### src/rtl/mio_bus_arbiter.sv
// mio_bus_arbiter: shares one MIO slave between the CPU data port and a DMA master.
// It registers the winning request, runs a single slave transfer with an ack timeout, and pulses ready to the winner.
`default_nettype none

module mio_bus_arbiter #(
  parameter int unsigned TIMEOUT  = 16,
  parameter bit          CPU_PRIO = 1'b1,
  parameter logic [31:0] ERR_DATA = 32'hDEAD_BEEF
) (
  input  logic        clk,
  input  logic        rst_n,
  input  logic        i_cpu_req,
  input  logic        i_cpu_we,
  input  logic [31:0] i_cpu_addr,
  input  logic [31:0] i_cpu_wdata,
  output logic [31:0] o_cpu_rdata,
  output logic        o_cpu_ready,
  input  logic        i_dma_req,
  input  logic        i_dma_we,
  input  logic [31:0] i_dma_addr,
  input  logic [31:0] i_dma_wdata,
  output logic [31:0] o_dma_rdata,
  output logic        o_dma_ready,
  output logic        o_s_req,
  output logic        o_s_we,
  output logic [31:0] o_s_addr,
  output logic [31:0] o_s_wdata,
  input  logic [31:0] i_s_rdata,
  input  logic        i_s_ack,
  output logic        o_bus_err,
  output logic        o_owner
);

  localparam int unsigned CNT_W = $clog2(TIMEOUT);

  localparam logic [1:0] ST_IDLE = 2'd0;
  localparam logic [1:0] ST_XFER = 2'd1;
  localparam logic [1:0] ST_DONE = 2'd2;

  logic [1:0]       r_state;
  logic [CNT_W-1:0] r_cnt;
  logic             r_last_owner;
  logic             r_owner;
  logic             r_s_req;
  logic             r_s_we;
  logic [31:0]      r_s_addr;
  logic [31:0]      r_s_wdata;
  logic [31:0]      r_cpu_rdata;
  logic [31:0]      r_dma_rdata;
  logic             r_cpu_ready;
  logic             r_dma_ready;
  logic             r_bus_err;

  logic             w_any_req;
  logic             w_grant_dma;
  logic             w_sel_we;
  logic [31:0]      w_sel_addr;
  logic [31:0]      w_sel_wdata;
  logic             w_timeout;
  logic [31:0]      w_rdata_next;

  always_comb begin
    w_any_req   = i_cpu_req | i_dma_req;
    w_grant_dma = i_dma_req;
    // On a tie, round-robin hands the bus to whoever did not have it last.
    if (i_cpu_req && i_dma_req) begin
      w_grant_dma = CPU_PRIO ? 1'b0 : ~r_last_owner;
    end
    w_sel_we     = w_grant_dma ? i_dma_we    : i_cpu_we;
    w_sel_addr   = w_grant_dma ? i_dma_addr  : i_cpu_addr;
    w_sel_wdata  = w_grant_dma ? i_dma_wdata : i_cpu_wdata;
    w_timeout    = (r_cnt == CNT_W'(TIMEOUT - 1));
    w_rdata_next = i_s_ack ? i_s_rdata : ERR_DATA;
  end

  always_ff @(posedge clk or negedge rst_n) begin
    if (!rst_n) begin
      r_state      <= ST_IDLE;
      r_cnt        <= '0;
      r_last_owner <= 1'b1;
      r_owner      <= 1'b0;
      r_s_req      <= 1'b0;
      r_s_we       <= 1'b0;
      r_s_addr     <= '0;
      r_s_wdata    <= '0;
      r_cpu_rdata  <= '0;
      r_dma_rdata  <= '0;
      r_cpu_ready  <= 1'b0;
      r_dma_ready  <= 1'b0;
      r_bus_err    <= 1'b0;
    end else begin
      r_cpu_ready <= 1'b0;
      r_dma_ready <= 1'b0;
      r_bus_err   <= 1'b0;
      case (r_state)
        ST_IDLE: begin
          if (w_any_req) begin
            r_owner      <= w_grant_dma;
            r_last_owner <= w_grant_dma;
            r_s_req      <= 1'b1;
            r_s_we       <= w_sel_we;
            r_s_addr     <= w_sel_addr;
            r_s_wdata    <= w_sel_wdata;
            r_cnt        <= '0;
            r_state      <= ST_XFER;
          end
        end
        ST_XFER: begin
          // An ack on the final allowed cycle still wins over the abort.
          if (i_s_ack || w_timeout) begin
            r_s_req   <= 1'b0;
            r_bus_err <= ~i_s_ack;
            r_state   <= ST_DONE;
            if (r_owner) begin
              r_dma_rdata <= w_rdata_next;
              r_dma_ready <= 1'b1;
            end else begin
              r_cpu_rdata <= w_rdata_next;
              r_cpu_ready <= 1'b1;
            end
          end else begin
            r_cnt <= r_cnt + CNT_W'(1);
          end
        end
        ST_DONE: begin
          r_state <= ST_IDLE;
        end
        default: begin
          r_state <= ST_IDLE;
        end
      endcase
    end
  end

  assign o_cpu_rdata = r_cpu_rdata;
  assign o_cpu_ready = r_cpu_ready;
  assign o_dma_rdata = r_dma_rdata;
  assign o_dma_ready = r_dma_ready;
  assign o_s_req     = r_s_req;
  assign o_s_we      = r_s_we;
  assign o_s_addr    = r_s_addr;
  assign o_s_wdata   = r_s_wdata;
  assign o_bus_err   = r_bus_err;
  assign o_owner     = r_owner;

endmodule

`default_nettype wire

### config.mk
export PLATFORM = sky130hd
export DESIGN_NAME = mio_bus_arbiter
export DESIGN_NICKNAME = d
export VERILOG_FILES = /design/src/rtl/mio_bus_arbiter.sv
export SDC_FILE = /design/constraint.sdc
export NUM_CORES = 1
export LEC_CHECK = 0
export CAP_MARGIN = 20
export CORE_ASPECT_RATIO = 0.5
export CORE_MARGIN = 1.5
export CORE_UTILIZATION = 60
export CTS_CLUSTER_DIAMETER = 150
export CTS_CLUSTER_SIZE = 25
export DETAILED_ROUTE_END_ITERATION = 8
export DONT_BUFFER_PORTS = 1
export PLACE_DENSITY = 0.84
export RECOVER_POWER = 50
export SYNTH_ARGS = -nofsm -noshare
export SYNTH_HDL_FRONTEND = slang
export SYNTH_SLANG_ARGS = --single-unit
### constraint.sdc
create_clock -name clk -period 2.2 [get_ports clk]
set_input_delay 0.33 -clock clk [delete_from_list [all_inputs] [get_ports clk]]
set_output_delay 0.33 -clock clk [all_outputs]
set_load 0.02 [all_outputs]
==> flow_summary.ini, run 1 <==
[setup_path]
setup.worst_path.start_class = flip-flop
cp_slowest_stage_delay_ns = 0.41
cp_top_family = compound AO/OA/AOI/OAI gates
crit_slowest_cell = dfrtp_1
reg2reg_slack_ns = 0.39
required_ns = 2.46
critPathMaxFanout = 25
worstPathCellList = ha_1 > a31o_2 > nand2_2 > clkinv_2 > buf_4 > a2bb2oi_1
path_class = flip-flop to flip-flop
crit_buf_inv = 2
end_kind = flip-flop
worstPathArrival_ns = 2.07

[clock_tree]
clkLatencyLatePin_ns = 0.41
cts_buffers = 17
clock-sinks = 140
tritoncts = built
h-tree-depth = 4
path_clk_slew_ns = 0.06
ctsResizeCount = 0
root_buffer = clkbuf_16
post_cts_buffers = 0
postCtsHoldBufs = 1
clockBufferDepth = 2

[logic_synthesis]
yosys.area.top_type = dfrtp_1
postSynth.asyncResetShare_pct = 100.0
ys_seq_area_share_pct = 56.89
synthTopCellsByCount = dfrtp_1 (140), o21ai_0 (117), mux2i_1 (66), a2bb2oi_1 (29)
synth.distinct_cells = 36
synth_area_sq_um = 6158
synth.avg_cell_area_sq_um = 12.22
syn_inst = 504
synth_top_area_share_pct = 56.89
syn-num-nets = 672
synth.most_common_cell = dfrtp_1
synthTopCellsByArea = dfrtp_1 (57%), mux2i_1 (11%), o21ai_0 (9.5%), a2bb2oi_2 (4.6%), a2bb2oi_1 (4.1%)
ys_seq_elements = 140
ys.flop_type = dfrtp_1
synth_edf_count = 0
yosys_warnings = 0

[min_path]
hold_class = primary input to async pin

[cells_and_area]
area_growth_pct = 10.67
nNetsFinal = 657
utilization_pct = 70.28
final_area_sq_um = 6815
drive_above_1_share_pct = 14.34
antenna_cells = 0
nFillCells = 676

[placed_design]
place.gp.congestion = 0.7731
place_area_sq_um = 6207
io_buffers = 0
place_worst_setup_slack_ns = 0.4084
dp_hpwl_mm = 9.840

[floorplanning]
rows = 25
die_area_sq_um = 10920
initial_core_util_pct = 63.51
io_pins = 301
core-area_sq_um = 9697
die_height_um = 74.64
die_x_um = 146.3

[timing]
worst_pin_slew_ns = 0.7545
clock_skew_ns = 0.007864
setup_ws_ns = 0.3942
rsz0062_at_grt = false
finalSetupTns_ns = 0
fin_crit_sh_pct = 82.08
holdWs_ns = -0.3881
setup_viol_count_final = 0
fmaxAchievable_ghz = 0.5538
maxSlewHeadroom_pct = 49.51
hold_violations = 140
slew_violations = 0
final.min_clock_period_ns = 1.806

[detailed_routing]
wl_per_cell_um = 23.02
drc = 0
route.vias.total = 4175
wirelength_mm = 14.66
drt_iter0_markers = 210
avgViaCountPerCell = 6.554
drtAntennaViolNets = 0
first_pass_iters = 5

[global_routing]
busiest_layer = met2
grt_max_degree = 141
grt_pass1_vias = 3939
antenna_found_initial = 0
use_met3_pct = 6.970
grt_pass1_wl_mm = 21.87
use_met1_pct = 32.65
grt_use_met2_pct = 44.97
overflow = 0
grt_use_total_pct = 26.08

[pwr]
ir_drop_mv = 0.7055
leakagePower_nw = 2.798
power.density_nw_per_um2 = 1710

[outcome]
status = finished, violations left
failed_checks = hold timing

[job]
drv_cap = 0
## cells by family (layout without fill, tap and decap cells)
group | after synthesis | count (layout) | synth area share (%)
AO/OA/AOI/OAI | 204 | 204 | 23.10
adder cells (fa/ha/maj) | 1 | 1 | 0.2031
buffers and inverters | 47 | 45 | 4.267
flip-flops | 140 | 140 | 56.89
multiplexers | 66 | 66 | 10.73
AND/OR/NAND/NOR | 46 | 46 | 4.815
## placed cells by master, fill, tap and decap left out, drive strengths merged, types with 2 or more instances in the layout
cell	instances
a21oi	2
a2bb2oi	48
a31o	3
a32o	16
buf	9
bufinv	3
clkbuf	18
clkinv	7
clkinvlp	2
dfrtp	140
inv	5
mux2i	66
nand2	4
nand3	3
nor2	4
nor2b	25
nor3b	3
o21ai	132
or3b	2
## cell type report
cell class                 count  area (sq um)  area share (%)
clock buffer                  18         429.2           6.297
clock inverter                14         168.9           2.478
inverter                       3         15.01          0.2203
multi-input combinational    317          2415           35.43
sequential                   140          3503           51.40
tap                          135         168.9           2.478
timing repair buffer          10         115.1           1.689
## through the flow
| step | cells | total power [mW] |
|---|---|---|
| after global routing | 637 | 12.19 |
| final | 637 | 11.66 |
| after CTS | 637 | 11.70 |
| after global placement | 604 | 8.592 |
| after floorplan | 504 | 8.002 |
| after detailed placement | 604 | 8.796 |
## state kept, by name, summed over array words and instances (netlist names), 2 cells and up
name	cells
o_s_wdata	32
o_s_addr	32
o_dma_rdata	32
r_state	2
o_cpu_rdata	32
r_cnt	4
## report_power, final
group	switching, mW	total [mW]	internal [mW]
registers	2.48	6.28	3.80
logic	1.29	2.48	1.19
clock network	1.11	2.90	1.79
## worst reg2reg max path, cell delays in order (launching register included)
cell and delay, ns:
dfrtp_1 0.41, ha_1 0.27, a31o_2 0.30, nand2_2 0.19
clkinv_2 0.07, buf_4 0.25, a2bb2oi_1 0.18
## per-layer routing
metal	wire, um	vias to the layer above	share of wire (%)
met5	0	-	0
met4	193	0	1.3
met3	953	17	6.5
met2	7650	177	52
met1	5866	2146	40
li1	-	1835	-
## path summary, 6_finish.rpt
| kind | startpoint | end | depth (start not counted) |
|---|---|---|---|
| max in group asynchronous | rst_n | o_dma_rdata[12] | 0 |
| worst min-delay path | rst_n | o_dma_rdata[30] | 0 |
| worst max register to register | r_cnt[0] | o_cpu_rdata[0] | 6 |
| min in group clk | i_s_ack | o_cpu_rdata[29] | 1 |
| worst min register to register | r_cnt[0] | r_cnt[0] | 1 |
| worst max-delay path | r_cnt[0] | o_cpu_rdata[0] | 6 |
No activity file was read; power rests on OpenSTA's default activity.
==> inputs of run 2 (changes only) <==
--- a/config.mk
+++ b/config.mk
@@ -8,12 +8,12 @@
 export CAP_MARGIN = 20
 export CORE_ASPECT_RATIO = 0.5
 export CORE_MARGIN = 1.5
-export CORE_UTILIZATION = 60
+export CORE_UTILIZATION = 57
 export CTS_CLUSTER_DIAMETER = 150
 export CTS_CLUSTER_SIZE = 25
 export DETAILED_ROUTE_END_ITERATION = 8
 export DONT_BUFFER_PORTS = 1
-export PLACE_DENSITY = 0.84
+export PLACE_DENSITY = 0.83
 export RECOVER_POWER = 50
 export SYNTH_ARGS = -nofsm -noshare
 export SYNTH_HDL_FRONTEND = slang
==> constraint.sdc (replaced) <==
create_clock -name clk -period 1.48 [get_ports clk]
set_input_delay 0.222 -clock clk [delete_from_list [all_inputs] [get_ports clk]]
set_output_delay 0.222 -clock clk [all_outputs]
set_load 0.02 [all_outputs]
==> run 2 against run 1 <==
  * The flow still finishes with violations (hold timing)
  * Design area is 5.2% higher
  * Worst setup slack got worse by 0.37 ns
  * Sequential share of layout area down 2.5 points
  * Cell count increased by 5.2%
  * Largest power group unchanged
==> flow_summary.ini, run 2 (synthesis gave the netlist of run 1 again) <==
[outcome]
status = finished, violations left
failed_checks = hold timing

[floorplanning]
core-area_sq_um = 10340
die_area_sq_um = 11480
die_height_um = 76.50
rows = 26
die_x_um = 150
initial_core_util_pct = 59.53
io_pins = 301

[clock_tree]
path_clk_slew_ns = 0.07
cts_buffers = 17
root_buffer = clkbuf_16
post_cts_buffers = 0
h-tree-depth = 4
clockBufferDepth = 2
tritoncts = built
clkLatencyLatePin_ns = 0.41
clock-sinks = 140

[detailed_routing]
met3RoutedLength_um = 937
wl_per_cell_um = 22.40
route.vias.total = 4328
m1WireLength_mm = 5.982
avgViaCountPerCell = 6.460
first_pass_iters = 5
drc = 0
wirelength_mm = 15.01
drt_iter0_markers = 246
drtAntennaViolNets = 0
wl_met2_mm = 7.807
topRoutingLayerUsed = met4

[cells_and_area]
final_common_cell = dfrtp_1
layout.cells.non_filler = 670
multi_input_area_sq_um = 2430
final_cell_mix = dfrtp_1 (139), o21ai_0 (116), mux2i_1 (66), a2bb2oi_1 (29), nor2b_1 (24)
area_growth_pct = 16.44
drive_above_1_share_pct = 16.23
seq_area_sq_um = 3505
nFillCells = 731
nNetsFinal = 685
antenna_cells = 0

[pwr]
clkPwrFrac_pct = 24.9
power.density_nw_per_um2 = 2493
switching_share_pct = 41.59
power.switching_mw = 7.434
power_mw = 17.87
power_frac_comb_pct = 23.1
leakagePower_nw = 2.955
power_frac_seq_pct = 52.0
p_int_mw = 10.44
ir_drop_mv = 1.013

[timing]
slew_violations = 0
maxSlewHeadroom_pct = 65.14
setup_viol_count_final = 0
hold_violations = 140
worst_pin_slew_ns = 0.5211
holdWs_ns = -0.4940
fin_crit_sh_pct = 98.70
finalSetupTns_ns = 0
clock_skew_ns = 0.01344
final.min_clock_period_ns = 1.461
fmaxAchievable_ghz = 0.6846

[setup_path]
setup.worst_path.start_class = flip-flop
path_class = flip-flop to flip-flop
end_kind = flip-flop
critPathMaxFanout = 8
required_ns = 1.80
worstPathArrival_ns = 1.78

[global_routing]
grt_pass1_vias = 4259
grt_max_degree = 141
grt_use_total_pct = 26.28
overflow = 0
grt_pass1_wl_mm = 23.18
antenna_found_initial = 0

[placed_design]
dp_hpwl_mm = 9.901
io_buffers = 0
dp_cells = 619
place.gp.congestion = 0.7502

[job]
drv_cap = 0

[min_path]
hold_class = primary input to async pin
==> run 2: cell count changes in the layout (fill, tap and decap cells not counted), sizes merged <==
| cell | previous run | this run |
|---|---|---|
| buf | 9 | 19 |
| clkinv | 7 | 5 |
| dlygate4sd3 | 1 | 19 |
| inv | 5 | 7 |
==> run 2: repair_timing <==
| item | in CTS | in global routing |
|---|---|---|
| endpoints found under the hold margin | 161 | 141 |
| hold buffers | 18 | 1 |
| resized for setup | 1 | 5 |
| pin swaps | 0 | 1 |
| setup endpoints to repair | 24 | 51 |
==> run 2: stage by stage <==
step / util [%] / setup slack (ns) / cell area [sq um]
floorplan: - / 0.004013 / 6170
global placement: 61.26 / 0.03042 / 6337
detailed placement: 61.26 / -0.009452 / 6337
CTS: 69.11 / 0.01589 / 7149
global route: 69.32 / -0.007365 / 7171
finish: 69.32 / 0.01929 / 7171
==> run 2: area by class of cell <==
cell class	count	share of cell area, %
Clock buffer	18	6.125
Clock inverter	14	2.582
Inverter	3	0.4013
Multi-Input combinational cell	317	33.89
Sequential cell	140	48.87
Tap cell	140	2.443
Timing Repair Buffer	38	5.688
==> run 2: worst max-delay path: stages (launching register included) <==
cell     delay (ns)
dfrtp_1        0.40
ha_2           0.20
a31o_2         0.29
nand2_4        0.10
buf_4          0.18
a32o_1         0.20
==> run 2: path summary, 6_finish.rpt <==
check | from | end | slack [ns] | cells after the start
min in group clk | i_s_rdata[9] | o_cpu_rdata[9] | 0.01 | 2
setup / recovery | r_cnt[0] | o_cpu_rdata[17] | 0.02 | 5
hold reg to reg | r_cnt[0] | r_cnt[0] | 0.60 | 2
setup reg to reg | r_cnt[0] | o_cpu_rdata[17] | 0.02 | 5
hold / removal | rst_n | o_cpu_rdata[21] | -0.49 | 0
max in group asynchronous | rst_n | r_state[1] | 1.83 | 0
==> run 2: routing by layer <==
layer | vias up | GRT usage [%]
met1 | 2199 | 33.19
li1 | 1900 | -
met4 | 0 | 10.49
met5 | - | 0
met2 | 201 | 43.62
met3 | 28 | 6.347
==> run 2: power by group through the flow <==
stage / sequential [mW] / combinational (mW) / clock, mW
after floorplan: 8.82 / 3.09 / 0
after global placement: 9.26 / 3.80 / 0
after detailed placement: 9.33 / 4.02 / 0
after CTS: 9.29 / 4.10 / 4.52
after global routing: 9.47 / 4.61 / 4.72
final: 9.29 / 4.13 / 4.45
==> RTL change (flow settings as in run 1) <==
Set the parameter `CPU_PRIO` to 1'b0 (it was 1'b1).
--- a/src/rtl/mio_bus_arbiter.sv
+++ b/src/rtl/mio_bus_arbiter.sv
@@ -4,7 +4,7 @@
 
 module mio_bus_arbiter #(
   parameter int unsigned TIMEOUT  = 16,
-  parameter bit          CPU_PRIO = 1'b1,
+  parameter bit          CPU_PRIO = 1'b0,
   parameter logic [31:0] ERR_DATA = 32'hDEAD_BEEF
 ) (
   input  logic        clk,
Behaviour: not the same (Yosys sat finds a counterexample within 10 cycles, from zero or initial values and one cycle with rst_n low).
==> RTL change against run 1 <==
The flow still finishes with violations (negative hold slack). Via count down 5.2%. Clock skew about the same. Wire length down 6.5%. Area after synthesis down 4.2%. Sequential cell count up 1. Non-clock buffer count down 2. Final area down 3.7%. Combinational power down 6%. Setup slack worse by 0.096 ns. Power down 0.55%. First-iteration DRC count up 37%. Sequential power about the same. Cell count down 3.0%. Critical path type unchanged. Critical endpoint is now o_cpu_rdata[18].
==> RTL change: results (changes against run 1) <==
Leak - 0.002872 uW (+2.6%)
Detail Placement HPWL - 9225 um (-6.2%)
worst hold margin - -0.3825 ns (+0.005615 ns)
clk_skew - 0.007885 ns (+0.00002037 ns)
met3 Use GR - 6.299% (-0.67 points)
filler cell count - 681 (+0.74%)
failing checks - negative hold slack
slowest CP cell - or3_1
endpoints failing hold - 141 (+0.71%)
GRT Util Overall - 25.55% (-0.53 points)
share of layout cells above drive strength 1 - 10.56% (-3.8 points)
outcome - complete, but fails checks
Max transition margin - 61.89% (+12 points)
maximum vdd drop - 982.3 uV (+39%)
switching share of power - 41.18% (-0.71 points)
# nets final - 639 (-2.7%)
share of the yosys chip area belonging to registers - 59.86% (+3.0 points)
biggest cell delay along the critical path - 0.43 ns (+0.02 ns)
first-pass GRT wire length - 20170 um (-7.8%)
CP arrival - 2.19 ns (+0.12 ns)
reg-to-reg slack, setup - 0.30 ns (-0.10 ns)
number of global-route vias before repair - 3807 (-3.4%)
via count - 3958 (-5.2%)
Total Routed Length - 13720 um (-6.5%)
Buf+Inv Stages, Crit Path - 1 (-1)
largest net degree at the start of global routing - 142 (+0.71%)
Post-synth top cells - dfrtp_1 (140), o21ai_0 (123), mux2i_1 (66), o22a_1 (48), clkbuf_1 (22)
Starting DRT DRC Count - 288 (+37%)
## RTL change: cell count changes after synthesis, moves of 6 or more
cell       before  now
o22a_1          0   48
a2bb2oi_1      29    0
nor2b_1        25    1
a2bb2oi_2      19    0
a22o_1          0   16
a32o_1         16    0
o21ai_0       117  123
## RTL change: cell families (layout without fill, tap and decap cells)
kind of cell	after synthesis	in the layout	share of synthesized area [%]
buf+inv	46	43	4.159
compound gates	208	208	22.09
flops	141	141	59.86
simple gates	24	24	2.482
mux	66	66	11.20
fa+ha+maj	1	1	0.2121
## RTL change: what timing repair did
action,4_1_cts,5_1_grt
resized for setup,0,0
setup buffers,0,0
endpoints found under the hold margin,141,141
endpoints found under the setup margin,0,0
## RTL change: layout make-up
type	count	area [um^2]	area share, %
Clock buffer	20	466.7	7.112
Clock inverter	11	156.4	2.383
Inverter	4	20.02	0.3051
Multi-Input combinational cell	299	2136	32.55
Sequential cell	141	3530	53.78
Tap cell	135	168.9	2.574
Timing Repair Buffer	8	85.08	1.296
## RTL change: final timing paths
path	from	end	depth (start not counted)
worst max-delay path	r_cnt[0]	o_cpu_rdata[18]	5
worst min-delay path	rst_n	o_s_addr[27]	0
worst max register to register	r_cnt[0]	o_cpu_rdata[18]	5
worst min register to register	r_last_owner	r_last_owner	2
max in group asynchronous	rst_n	o_dma_rdata[24]	0
min in group clk	i_s_rdata[3]	o_dma_rdata[3]	1
## RTL change: power groups by stage
stage | logic [uW] | registers, uW | clock network (uW)
floorplan | 2010 | 5940 | 0
global placement | 2190 | 6260 | 0
detailed placement | 2330 | 6320 | 0
CTS | 2350 | 6280 | 3020
global route | 2610 | 6400 | 3150
finish | 2330 | 6270 | 2990
## RTL change: stage by stage
stage,util [%],instance area [um^2],setup slack (ns)
after floorplan,-,5897,0.6381
after global placement,62.46,5939,0.4815
after detailed placement,62.46,5939,0.3859
after CTS,69.01,6563,0.3115
after global routing,69.01,6563,0.1320
final,69.01,6563,0.2985
## RTL change: routing by layer
layer | routed length (um) | part of all wire [%]
met5 | 0 | 0
met4 | 212 | 1.5
met3 | 882 | 6.4
met2 | 7041 | 51
met1 | 5580 | 41
